--- config.mk ---
export PLATFORM = sky130hd
export DESIGN_NAME = stage2_booth_accum
export DESIGN_NICKNAME = d
export VERILOG_FILES = /design/src/rtl/stage2_booth_accum.sv
export SDC_FILE = /design/constraint.sdc
export NUM_CORES = 1
export LEC_CHECK = 0
export ABC_CLOCK_PERIOD_IN_PS = 4900
export CAP_MARGIN = 20
export CELL_PAD_IN_SITES_DETAIL_PLACEMENT = 0
export CELL_PAD_IN_SITES_GLOBAL_PLACEMENT = 1
export CORE_ASPECT_RATIO = 2
export CORE_UTILIZATION = 43
export CTS_CLUSTER_DIAMETER = 200
export DETAILED_ROUTE_END_ITERATION = 10
export GPL_TIMING_DRIVEN = 0
export PLACE_DENSITY = 0.8
export SYNTH_ARGS = -nofsm -noshare
export SYNTH_HDL_FRONTEND = slang
export SYNTH_SLANG_ARGS = --single-unit
--- constraint.sdc ---
create_clock -name lt -period 4.9 [get_ports lt]
set_input_delay 0.98 -clock lt [delete_from_list [all_inputs] [get_ports lt]]
set_output_delay 0.98 -clock lt [all_outputs]
set_load 0.05 [all_outputs]
--- src/rtl/stage2_booth_accum.sv ---
// Multiplier stage 2: radix-4 Booth multiply of two signed DATA_WIDTH/2-bit
// operands into a signed DATA_WIDTH-bit product, using one partial product per cycle.
//
// Ports:
//   lt            stage clock; every state update happens on its rising edge
//   rst_n         asynchronous, active-low reset
//   in_valid      upstream operand pair valid
//   in_ready      high in IDLE from the first edge after reset
//   multiplicand  operand A, two's complement, DATA_WIDTH/2 bits
//   multiplier    operand B, two's complement, DATA_WIDTH/2 bits
//   out_valid     product valid, high in DONE
//   out_ready     stage3 has latched the product
//   product       signed A*B, held until the next result is produced
//   busy          high in CALC and DONE
//
// Optional build macro: STAGE2_ZERO_SKIP_EN. When it is defined, an operand
// pair containing a zero finishes on the first CALC edge with product 0.
module stage2_booth_accum #(
    parameter int DATA_WIDTH = 16
) (
    input  logic                    lt,
    input  logic                    rst_n,
    input  logic                    in_valid,
    output logic                    in_ready,
    input  logic [DATA_WIDTH/2-1:0] multiplicand,
    input  logic [DATA_WIDTH/2-1:0] multiplier,
    output logic                    out_valid,
    input  logic                    out_ready,
    output logic [DATA_WIDTH-1:0]   product,
    output logic                    busy
);

    localparam int HW    = DATA_WIDTH / 2;
    localparam int ITERS = DATA_WIDTH / 4;
    localparam int CW    = (ITERS > 1) ? $clog2(ITERS) : 1;
    localparam logic [CW-1:0] LAST = CW'(ITERS - 1);

    typedef enum logic [1:0] {
        IDLE = 2'd0,
        CALC = 2'd1,
        DONE = 2'd2
    } state_t;

    state_t                state_q, state_d;
    logic                  live_q;
    logic [DATA_WIDTH-1:0] a_q, a_d;
    logic [HW-1:0]         b_q, b_d;
    logic                  bm1_q, bm1_d;
    logic [DATA_WIDTH-1:0] acc_q, acc_d;
    logic [CW-1:0]         cnt_q, cnt_d;
    logic [DATA_WIDTH-1:0] prod_q, prod_d;
    logic                  skip_q, skip_d;

    logic                  zero_in;
    logic [2:0]            trip;
    logic [DATA_WIDTH-1:0] pp;
    logic [DATA_WIDTH-1:0] sum;

`ifdef STAGE2_ZERO_SKIP_EN
    assign zero_in = (multiplicand == '0) || (multiplier == '0);
`else
    assign zero_in = 1'b0;
`endif

    // a_q holds A sign-extended and already shifted by 2i, and b_q is B
    // shifted right by 2i, so the triplet always sits in the low bits and
    // no variable shifter is needed.
    assign trip = {b_q[1], b_q[0], bm1_q};

    always_comb begin
        pp = '0;
        unique case (trip)
            3'b000, 3'b111: pp = '0;
            3'b001, 3'b010: pp = a_q;
            3'b011:         pp = a_q << 1;
            3'b100:         pp = -(a_q << 1);
            3'b101, 3'b110: pp = -a_q;
        endcase
    end

    assign sum = acc_q + pp;

    // live_q keeps in_ready low until the first clock edge after reset.
    assign in_ready  = live_q && (state_q == IDLE);
    assign out_valid = (state_q == DONE);
    assign busy      = (state_q != IDLE);
    assign product   = prod_q;

    always_comb begin
        state_d = state_q;
        a_d     = a_q;
        b_d     = b_q;
        bm1_d   = bm1_q;
        acc_d   = acc_q;
        cnt_d   = cnt_q;
        prod_d  = prod_q;
        skip_d  = skip_q;

        unique case (state_q)
            IDLE: begin
                if (in_valid && in_ready) begin
                    a_d     = {{HW{multiplicand[HW-1]}}, multiplicand};
                    b_d     = multiplier;
                    bm1_d   = 1'b0;
                    acc_d   = '0;
                    cnt_d   = '0;
                    skip_d  = zero_in;
                    state_d = CALC;
                end
            end
            CALC: begin
                if (skip_q) begin
                    prod_d  = '0;
                    state_d = DONE;
                end else begin
                    acc_d = sum;
                    a_d   = a_q << 2;
                    b_d   = b_q >> 2;
                    bm1_d = b_q[1];
                    cnt_d = cnt_q + 1'b1;
                    if (cnt_q == LAST) begin
                        prod_d  = sum;
                        state_d = DONE;
                    end
                end
            end
            DONE: begin
                if (out_ready) begin
                    state_d = IDLE;
                end
            end
            default: state_d = IDLE;
        endcase
    end

    always_ff @(posedge lt or negedge rst_n) begin
        if (!rst_n) begin
            state_q <= IDLE;
            live_q  <= 1'b0;
            a_q     <= '0;
            b_q     <= '0;
            bm1_q   <= 1'b0;
            acc_q   <= '0;
            cnt_q   <= '0;
            prod_q  <= '0;
            skip_q  <= 1'b0;
        end else begin
            state_q <= state_d;
            live_q  <= 1'b1;
            a_q     <= a_d;
            b_q     <= b_d;
            bm1_q   <= bm1_d;
            acc_q   <= acc_d;
            cnt_q   <= cnt_d;
            prod_q  <= prod_d;
            skip_q  <= skip_d;
        end
    end

endmodule

# Word-level counts from Yosys, hierarchy flattened
# Index checks and enable logic that the tools add are counted.
# word_totals
latchBits	0
inputBits	20
n_memories	0
mem_bits_ro	0
output_inout_bits	19
register_bits	62
ram_bits	0
word_cells	53
# classes
n_addsub	4
n_shift	0
mux	16
magnitude_cmp	0
n_reduce_logical	12
div_mod_pow	0
mul	0
eq_ne	13
bitwise	0
# ops
cell	count
case mux 16 bit (5 select lines)	1
case mux 16 bit (2 select lines)	2
2-to-1 mux 16 bit	3
negator 16 bit	2
adder 16 bit	1
case mux 8 bit (2 select lines)	1
equality test 3 bit, second input constant	4
2-to-1 mux 2 bit	4
2-to-1 mux 8 bit	1
equality test 3 x 2 -> 1 bit, second input constant	2
case mux 2 bit (3 select lines)	1
OR reduction 2 bit	3
equality test 2 bit, second input constant	2
!= test 2 x 1 -> 1 bit, second input constant	2
case mux 2 bit (2 select lines)	1
AND reduction 2 bit	2
nonzero test 2 bit	2
equality test 3 x 1 -> 1 bit, second input constant	1
zero test 3 bit	1
AND reduction 3 bit	1
adder 2 x 1 -> 2 bit, second input constant	1
equality test 2 x 1 -> 1 bit, second input constant	1
logical AND 1 bit	2
zero test 2 bit	1
3 further kinds	3

# Depth between registers and ports, before layout
# Gate-level depths: netlist of the first run.
# logic_depth
depth_word	5
ltp_mapped	17
ltp_nobuf	16

# Worst setup path after synthesis of the first run
# Ideal clock, no wire load.
# synth_timing
path_type	register to register
startpoint	register a_q[5]
endpoint	register prod_q[13], in the netlist product[13]
path_buffers	1
required_time_ps	4775
setup_ps	125
stages_incl_launch_ff	17
setup_slack_ps	1185
arrival_ps	3591
synth_period_minus_slack_ps	3715
cell_sequence	dfrtp_1 -> clkbuf_1 -> nor4_1 -> nand3b_1 -> or4_1 -> nand2_1 -> xnor2_1 -> a221oi_1 -> a21oi_1 -> ha_1 -> and2_1 -> a211oi_1 -> o21ai_0 -> a21oi_1 -> o21ai_0 -> xor2_1 -> mux2_2
# synth_between
elab_chain_len	4
elab_cells_between_ends	5
cone_classes	add/sub (3); mux (2)
# synth_rtl
element	line_no	text
from (decl)	46	logic [DATA_WIDTH-1:0] a_q, a_d;
from (signal assigned)	140	a_q <= '0;
from (signal assigned)	150	a_q <= a_d;
negator 16 bit, on equally long branches	77, 76	
case mux 16 bit (5 select lines) (*)	72	unique case (trip)
adder 16 bit (*)	81	assign sum = acc_q + pp;
2-to-1 mux 16 bit (*)	121	if (cnt_q == LAST) begin
to (signal assigned)	155	prod_q <= prod_d;
to (decl)	51	logic [DATA_WIDTH-1:0] prod_q, prod_d;
# Mark *: on every way between the ends. The rest lies on a longest branch, timed or not. The select of a mux whose other input is x is not followed.
# A chain may end at the register's enable or synchronous reset.

# Final worst setup path of the first run
# layout_timing
startpoint	register a_q[5]
endpoint	register acc_q[15]
# layout_between
elab_chain_len	4
elab_cells_between_ends	5
cone_classes	add/sub (3); mux (2)
# layout_rtl
element	line_no	text
negator 16 bit, on equally long branches	77, 76	
case mux 16 bit (5 select lines) (*)	72	
adder 16 bit (*)	81	
case mux 16 bit (2 select lines) (*)	99	unique case (state_q)
to (signal assigned)	143	acc_q <= '0;
to (signal assigned)	153	acc_q <= acc_d;
to (decl)	49	logic [DATA_WIDTH-1:0] acc_q, acc_d;
# Mark *: on every way between the ends. The rest lies on a longest branch, timed or not.

==> results of run 1 <==
-- path summary, 6_finish.rpt --
kind / end / slack [ns] / depth (start not counted)
min in group asynchronous: state_q[1] / 0.74 / 1
min: product[11] / 0.47 / 2
min reg2reg: product[11] / 0.47 / 2
max reg2reg: acc_q[15] / 0.37 / 16
max in group asynchronous: product[3] / 3.62 / 1
max: acc_q[15] / 0.37 / 16
-- through the flow --
step	util, %	setup WS (ns)	hold WS [ns]	std cells	area, µm²
after global placement	49.7	0.553	0.460	658	4670
after global routing	52.9	0.0806	0.506	674	4970
after CTS	52.9	0.447	0.481	674	4970
after detailed placement	49.7	0.500	0.469	658	4670
final	52.9	0.370	0.472	674	4970
after floorplan	-	1.18	0.454	516	4160
-- layout by cell type (no fill, tap or decap), drive strengths merged, types with 12 or more instances in the layout --
master / n
clkdlybuf4s50: 37
nor2: 31
a21oi: 34
xnor2: 14
dfrtp: 62
clkbuf: 50
nand2: 85
inv: 14
nor3: 12
nand3: 21
a31oi: 14
ha: 17
o21ai: 48
-- cells by family (layout without fill, tap and decap cells) --
group,count (synthesis),after routing,synth area share [%]
AND/OR/NAND/NOR,194,194,21.7
adder cells (fa/ha/maj),18,18,5.60
XOR/XNOR,23,23,4.85
flip-flops,62,62,37.3
AO/OA/AOI/OAI,154,154,23.1
other,1,1,0.0902
buffers and inverters,56,110,5.30
multiplexers,8,8,2.14
-- layout make-up --
| cell class | instances | area [µm²] | area share, % |
|---|---|---|---|
| Multi-Input combinational cell | 398 | 2390 | 48.0 |
| Sequential cell | 62 | 1550 | 31.2 |
| Inverter | 14 | 52.6 | 1.06 |
| Timing Repair Buffer | 38 | 378 | 7.61 |
| Clock inverter | 3 | 42.5 | 0.856 |
| Clock buffer | 13 | 260 | 5.24 |
| Tap cell | 104 | 130 | 2.62 |
| Buffer | 42 | 168 | 3.37 |
-- flip-flops by register name, summed over array words and instances (netlist names) --
name / flops
product: 16
acc_q: 16
live_q: 1
cnt_q: 2
state_q: 2
bm1_q: 1
b_q: 8
a_q: 16
-- worst max-delay path, stage by stage (launching register included) --
cell	delay [ns]
dfrtp_1	0.36
clkbuf_1	0.21
nor4_1	0.41
nand3b_1	0.33
or4_1	0.54
nand2_1	0.11
xnor2_1	0.08
a221oi_1	0.32
a21oi_1	0.10
ha_1	0.36
and2_1	0.22
a211oi_1	0.26
o21ai_0	0.12
a21oi_1	0.33
a21oi_1	0.20
or4_1	0.43
nand3_1	0.10
-- routing by layer --
| metal | wire length (µm) | track usage, % |
|---|---|---|
| met1 | 4570 | 25.5 |
| met2 | 6740 | 48.6 |
| met3 | 283 | 3.65 |
| met4 | 382 | 13.4 |
| met5 | 0 | 0 |
==> flow_summary_export.csv, run 1 <==
group,metric,value,unit
outcome,outcome,"complete, no violations",
floorplanning,core,9380,µm²
timing,setup_violations,0,
yosys,synthFlopType,"dfrtp_1",
cts,cts_sinks,62,
setup_path,required,5.17,ns
global_route,track_usage,25.3,%
global_route,antenna_found_initial,0,
timing,max_freq,221,MHz
setup_path,startpoint,"a_q[5]",
place,gp_congestion,0.914,
detailed_routing,num_vias,3927,
timing,post-route-period-util,92.5,%
hold_path,worstHoldStart,"product[11]",
yosys,synth_area_leaders,"dfrtp_1 37%, nand2_1 7.7%, o21ai_0 5.8%",
yosys,synth_top_area_cell,"dfrtp_1",
yosys,synth_nets,554,
timing,tns,0,ns
yosys,yosysUniqueCellTypes,51,
cts,clk_path_buf_depth,2,
detailed_routing,drt_wl_total,12000,µm
detailed_routing,drt_iter0_drc,214,
yosys,async_flop_share,100,%
place,hpwlAfterDp,8920,µm
setup_path,worstSetupEndpointType,"flop",
timing,fin_crit,4.53,ns
layout,diodes,0,
setup_path,arrival,4.80,ns
cts,cts_resized,0,
setup_path,worstSetupPathType,"flop to flop",
timing,slew_headroom,45.8,%
cts,clkTransAtPathRegs,0.06,ns
timing,skew,0.00610,ns
detailed_routing,via_per_inst,5.83,
setup_path,crit_path_max_fanout,8,
floorplanning,io_pins,39,
yosys,synth-edff-count,0,
setup_path,crit_path_start_kind,"flop",
yosys,yosysWarnings,0,
layout,fillCellCount,938,
hold_path,hold_class,"flop to flop",
layout,drive_gt1_share,5.26,%
yosys,yosysTopAreaCellShare,37.3,%
cts,cts_buffers,9,
cts,insertion_delay,0.34,ns
yosys,synth_area,4160,µm²
cts,cts-root-buf,"clkbuf_16",
layout,nNetsFinal,603,
detailed_routing,routedWlPerCell,17.8,µm
floorplanning,rows,50,
cts,cts_tree,"done",
yosys,synth_commonest_cells,"85 x nand2_1, 62 x dfrtp_1, 48 x o21ai_0",
detailed_routing,drc_errors,0,
floorplanning,die_h,141,µm
place,portBuffers,38,
cts,post_cts_buffers,0,
floorplanning,initial_core_util,44.3,%
layout,areaGrowthSynthToFinish,19.5,%
global_route,overflow,0,
timing,slew_violations,0,
setup_path,r2r-start,"a_q[5]",
yosys,syn_inst,516,
timing,rsz0062_at_grt,"no",
yosys,ys_seq_elements,62,
cts,cts-hold-fix-buffers,0,
timing,worst_pin_slew,0.812,ns
timing,finalHoldViolations,0,
global_route,grt_pass1_vias,4011,
detailed_routing,postRouteAntennaNets,0,
floorplanning,die-area,10100,µm²
cts,htree_num_levels,3,
job,cap_violations,0,
global_route,grt_max_degree,63,
floorplanning,dieWidth,71.5,µm
global_route,grt_pass1_wl,19600,µm
yosys,ys_seq_area_share,37.3,%
detailed_routing,first_pass_iters,5,
yosys,yosysMostFrequentCell,"nand2_1",
yosys,postSynthAreaPerCell,8.06,µm²
Power of run 1 is not shown: default switching activity piles up to over one toggle a cycle in this logic, so the estimate is an artifact.
==> run 2, diff against run 1 <==
Settings changed: CORE_MARGIN set to 2.
==> run 2 against run 1 <==
  * Setup slack better by 0.15 ns
  * Utilization about the same
  * Sequential cell count unchanged
  * Maximum frequency up 3.5%
  * Via count down 1.4%
  * Final cell count unchanged
  * Worst hold slack about the same
  * Sequential share of layout area about the same
  * Global-route usage down 1.2 points
  * Critical endpoint is now product[13]
==> flow_summary_export.csv, run 2 (synthesis results as in run 1) <==
group,metric,value,unit
detailed_routing,routedWlPerCell,17.5,µm
cts,cts_tree,"done",
layout,postLayoutCellArea,4970,µm²
timing,rsz0062_at_grt,"no",
floorplanning,core,9380,µm²
timing,slew_violations,0,
setup_path,crit_path_max_fanout,8,
setup_path,worstSetupEndpointType,"flop",
global_route,antenna_found_initial,0,
floorplanning,die_h,143,µm
setup_path,rr_endpoint,"product[13]",
hold_path,worstHoldStart,"product[9]",
timing,skew,0.00450,ns
global_route,grt_pass1_wl,19500,µm
layout,drive_gt1_share,5.44,%
cts,clkTransAtPathRegs,0.05,ns
detailed_routing,postRouteAntennaNets,0,
layout,diodes,0,
place,hpwlAfterDp,8930,µm
cts,cts_resized,0,
layout,fillCellCount,924,
cts,cts-hold-fix-buffers,0,
timing,setup_violations,0,
floorplanning,initial_core_util,44.3,%
global_route,grt_pass1_vias,3966,
floorplanning,rows,50,
cts,cts-root-buf,"clkbuf_16",
timing,tns,0,ns
setup_path,arrival,4.59,ns
setup_path,worst-r2r-cell-count,16,
layout,layout_commonest_cell,"nand2_1",
timing,fin_crit,4.38,ns
cts,cts_buffers,9,
detailed_routing,drc_errors,0,
place,gp_congestion,0.912,
layout,mostFrequentLayoutCells,"85 x nand2_1, 62 x dfrtp_1, 48 x o21ai_0, 38 x clkbuf_1, 37 x clkdlybuf4s50_1",
place,placed_area,4670,µm²
timing,slew_headroom,45.2,%
detailed_routing,num_vias,3871,
setup_path,worstSetupPathType,"flop to flop",
cts,cts_sinks,62,
timing,finalHoldViolations,0,
place,portBuffers,38,
layout,areaGrowthSynthToFinish,19.5,%
detailed_routing,via_per_inst,5.74,
global_route,overflow,0,
global_route,grt_max_degree,63,
hold_path,hold_class,"flop to flop",
timing,worst_pin_slew,0.822,ns
layout,regArea,1550,µm²
global_route,track_usage,24.1,%
detailed_routing,drt_iter0_drc,238,
cts,clk_path_buf_depth,2,
cts,insertion_delay,0.33,ns
setup_path,crit_path_start_kind,"flop",
job,cap_violations,0,
detailed_routing,first_pass_iters,5,
setup_path,required,5.11,ns
floorplanning,dieWidth,73.5,µm
cts,htree_num_levels,3,
timing,max_freq,228,MHz
outcome,outcome,"complete, no violations",
timing,post-route-period-util,89.3,%
layout,nNetsFinal,603,
floorplanning,die-area,10500,µm²
layout,multi_input_area,2390,µm²
detailed_routing,drt_wl_total,11800,µm
hold_path,min_to,"product[9]",
floorplanning,io_pins,39,
cts,post_cts_buffers,0,
setup_path,r2r-start,"a_q[5]",
hold_path,min_path_cells,2,
setup_path,regToRegSetupSlack,0.52,ns
run 2: changes by cell type in the layout (fill, tap and decap cells not counted), sizes merged:
cell / delta
clkbuf: -1
clkinv: +2
clkinvlp: -1
run 2: per-stage QoR:
| stage | hold slack (ns) | util (%) | setup slack (ns) | std cells |
|---|---|---|---|---|
| floorplan | 0.454 | - | 1.18 | 516 |
| finish | 0.472 | 52.9 | 0.522 | 674 |
| CTS | 0.481 | 52.9 | 0.559 | 674 |
| global route | 0.493 | 52.9 | 0.217 | 674 |
| global placement | 0.460 | 49.7 | 0.542 | 658 |
| detailed placement | 0.468 | 49.7 | 0.570 | 658 |
run 2: area by class of cell:
cell class	count	area share, %
repair buffers	38	7.61
multi-input cells	398	48.0
flip-flops and latches	62	31.2
well taps	104	2.62
clock buffers	12	5.16
clock inverters	4	0.907
plain buffers	42	3.38
inverters	14	1.06
run 2: worst max path at each step:
stage | from | end | slack, ns
finish | a_q[5] | product[13] | 0.52
global route | a_q[5] | product[15] | 0.22
CTS | a_q[5] | product[13] | 0.56
detailed placement | a_q[5] | product[13] | 0.57
global placement | a_q[5] | acc_q[15] | 0.54
floorplan | a_q[5] | product[13] | 1.18
run 2: routing by layer:
| layer | GRT usage [%] | vias up | wire length [µm] |
|---|---|---|---|
| met5 | 0 | - | 0 |
| met4 | 11.3 | 0 | 404 |
| met3 | 4.45 | 27 | 335 |
| met2 | 43.4 | 77 | 6520 |
| met1 | 26.2 | 1834 | 4520 |
| li1 | - | 1933 | - |
run 2: worst max-delay path, cell delays in order, from the launching register on:
cell and delay [ns]:
dfrtp_1 0.35, clkbuf_1 0.21, nor4_1 0.39, nand3b_1 0.32, or4_1 0.52, nand2_1 0.11, xnor2_1 0.09, a221oi_1 0.30
a21oi_1 0.09, ha_1 0.35, and2_1 0.22, a211oi_1 0.23, o21ai_0 0.11, a21oi_1 0.32, o21ai_0 0.19, xor2_1 0.19
mux2_2 0.28
Power of run 2 is left out for the same reason.
==> run 3, diff against run 2 <==
Settings changed: SLEW_MARGIN set to 20.
==> run 3 against run 2 <==
  * Non-clock buffer count rose by 1
  * Sequential share of layout area fell by 0.38 points
  * Via count rose by 2.1%
  * Sequential cell count did not move
  * Highest routed layer unchanged
  * Worst hold slack improved by 0.00060 ns
  * Final area rose by 1.2%
  * Global-route usage rose by 0.42 points
  * Critical path depth did not move
  * First-iteration DRC count fell by 8.0%
==> flow_summary_export.csv, run 3 (synthesis results as in run 1) <==
group,metric,value,unit
floorplanning,die-area,10500,µm²
floorplanning,rows,50,
global_route,track_usage,24.5,%
cts,clk_path_buf_depth,2,
detailed_routing,num_vias,3953,
timing,max_freq,225,MHz
detailed_routing,drt_wl_total,12000,µm
global_route,grt_max_degree,45,
outcome,outcome,"complete, no violations",
floorplanning,dieWidth,73.5,µm
place,portBuffers,38,
cts,htree_num_levels,3,
timing,skew,0.00457,ns
timing,rsz0062_at_grt,"no",
cts,cts_resized,0,
layout,diodes,0,
global_route,overflow,0,
cts,cts_sinks,62,
detailed_routing,routed.top_layer,"met4",
cts,post_cts_buffers,0,
timing,tns,0,ns
timing,setup_ws,0.455,ns
cts,clkTransAtPathRegs,0.05,ns
hold_path,hold_class,"flop to flop",
setup_path,crit_path_start_kind,"flop",
setup_path,required,5.17,ns
timing,worst_pin_slew,0.673,ns
place,gp_congestion,0.912,
layout,drive_gt1_share,5.60,%
setup_path,arrival,4.72,ns
global_route,grt_pass1_vias,3994,
floorplanning,initial_core_util,44.3,%
detailed_routing,drc_errors,0,
detailed_routing,routedWlPerCell,17.8,µm
detailed_routing,first_pass_iters,5,
detailed_routing,wl_met3,344,µm
timing,slew_violations,0,
timing,whs,0.472,ns
global_route,grt_pass1_wl,19700,µm
detailed_routing,postRouteAntennaNets,0,
setup_path,worstSetupEndpointType,"flop",
global_route,antenna_found_initial,0,
cts,cts-hold-fix-buffers,0,
floorplanning,io_pins,39,
layout,layout_commonest_cell,"nand2_1",
setup_path,crit_path_max_fanout,8,
place,hpwlAfterDp,9050,µm
cts,cts-root-buf,"clkbuf_16",
layout,mostFrequentLayoutCells,"85 x nand2_1, 62 x dfrtp_1, 48 x o21ai_0, 38 x clkbuf_1, 37 x clkdlybuf4s50_1",
detailed_routing,drt_iter0_drc,219,
timing,fin_crit,4.45,ns
layout,nNetsFinal,604,
detailed_routing,m1WireLength,4630,µm
detailed_routing,via_per_inst,5.86,
floorplanning,die_h,143,µm
job,cap_violations,0,
layout,areaGrowthSynthToFinish,20.9,%
cts,cts_buffers,9,
setup_path,worstSetupPathType,"flop to flop",
cts,cts_tree,"done",
place,post-place-ws,0.534,ns
floorplanning,core,9380,µm²
timing,finalHoldViolations,0,
timing,setup_violations,0,
detailed_routing,met2_length,6570,µm
timing,post-route-period-util,90.7,%
timing,slew_headroom,55.1,%
layout,fillCellCount,913,
cts,insertion_delay,0.33,ns
==> run 3: cell count changes in the layout (fill, tap and decap cells not counted) <==
| cell | before | now |
|---|---|---|
| buf_16 | 0 | 1 |
| clkbuf_8 | 2 | 3 |
| bufinv_16 | 1 | 2 |
| clkinv_2 | 3 | 1 |
==> run 3: area by class of cell <==
class	instances	area (µm²)	area share, %
Sequential cell	62	1550	30.9
Buffer	42	168	3.33
Timing Repair Buffer	39	405	8.06
Inverter	14	52.6	1.05
Multi-Input combinational cell	398	2390	47.4
Clock buffer	13	270	5.37
Tap cell	104	130	2.59
Clock inverter	3	65.1	1.29
==> run 3: final timing paths <==
check | startpoint | slack, ns | depth (start not counted) | endpoint
hold reg to reg | product[9] | 0.47 | 2 | product[9]
setup / recovery | a_q[5] | 0.45 | 16 | acc_q[15]
hold / removal | product[9] | 0.47 | 2 | product[9]
setup reg to reg | a_q[5] | 0.45 | 16 | acc_q[15]
min in group asynchronous | rst_n | 0.54 | 1 | state_q[0]
max in group asynchronous | rst_n | 3.85 | 2 | b_q[2]
==> run 3: per-stage QoR <==
step	instances	utilization [%]	cell area, µm²
final	675	53.6	5030
after global routing	675	53.6	5030
after CTS	675	53.6	5030
after detailed placement	659	50.0	4690
after global placement	658	49.7	4670
after floorplan	516	-	4160
==> run 3: per-layer routing <==
| layer | vias up | GRT usage (%) |
|---|---|---|
| li1 | 1935 | - |
| met1 | 1913 | 26.2 |
| met2 | 77 | 43.5 |
| met3 | 28 | 4.30 |
| met4 | 0 | 14.3 |
| met5 | - | 0 |
==> run 3: worst max-delay path: stages, from the launching register on <==
cell and delay [ns]:
dfrtp_1 0.35, clkbuf_1 0.20, nor4_1 0.41, nand3b_1 0.34, or4_1 0.53, nand2_1 0.11
xnor2_1 0.09, a221oi_1 0.30, a21oi_1 0.09, ha_1 0.36, and2_1 0.24, a211oi_1 0.22
o21ai_0 0.10, a21oi_1 0.33, a21oi_1 0.19, or4_1 0.44, nand3_1 0.10
Power of run 3 is left out for the same reason.
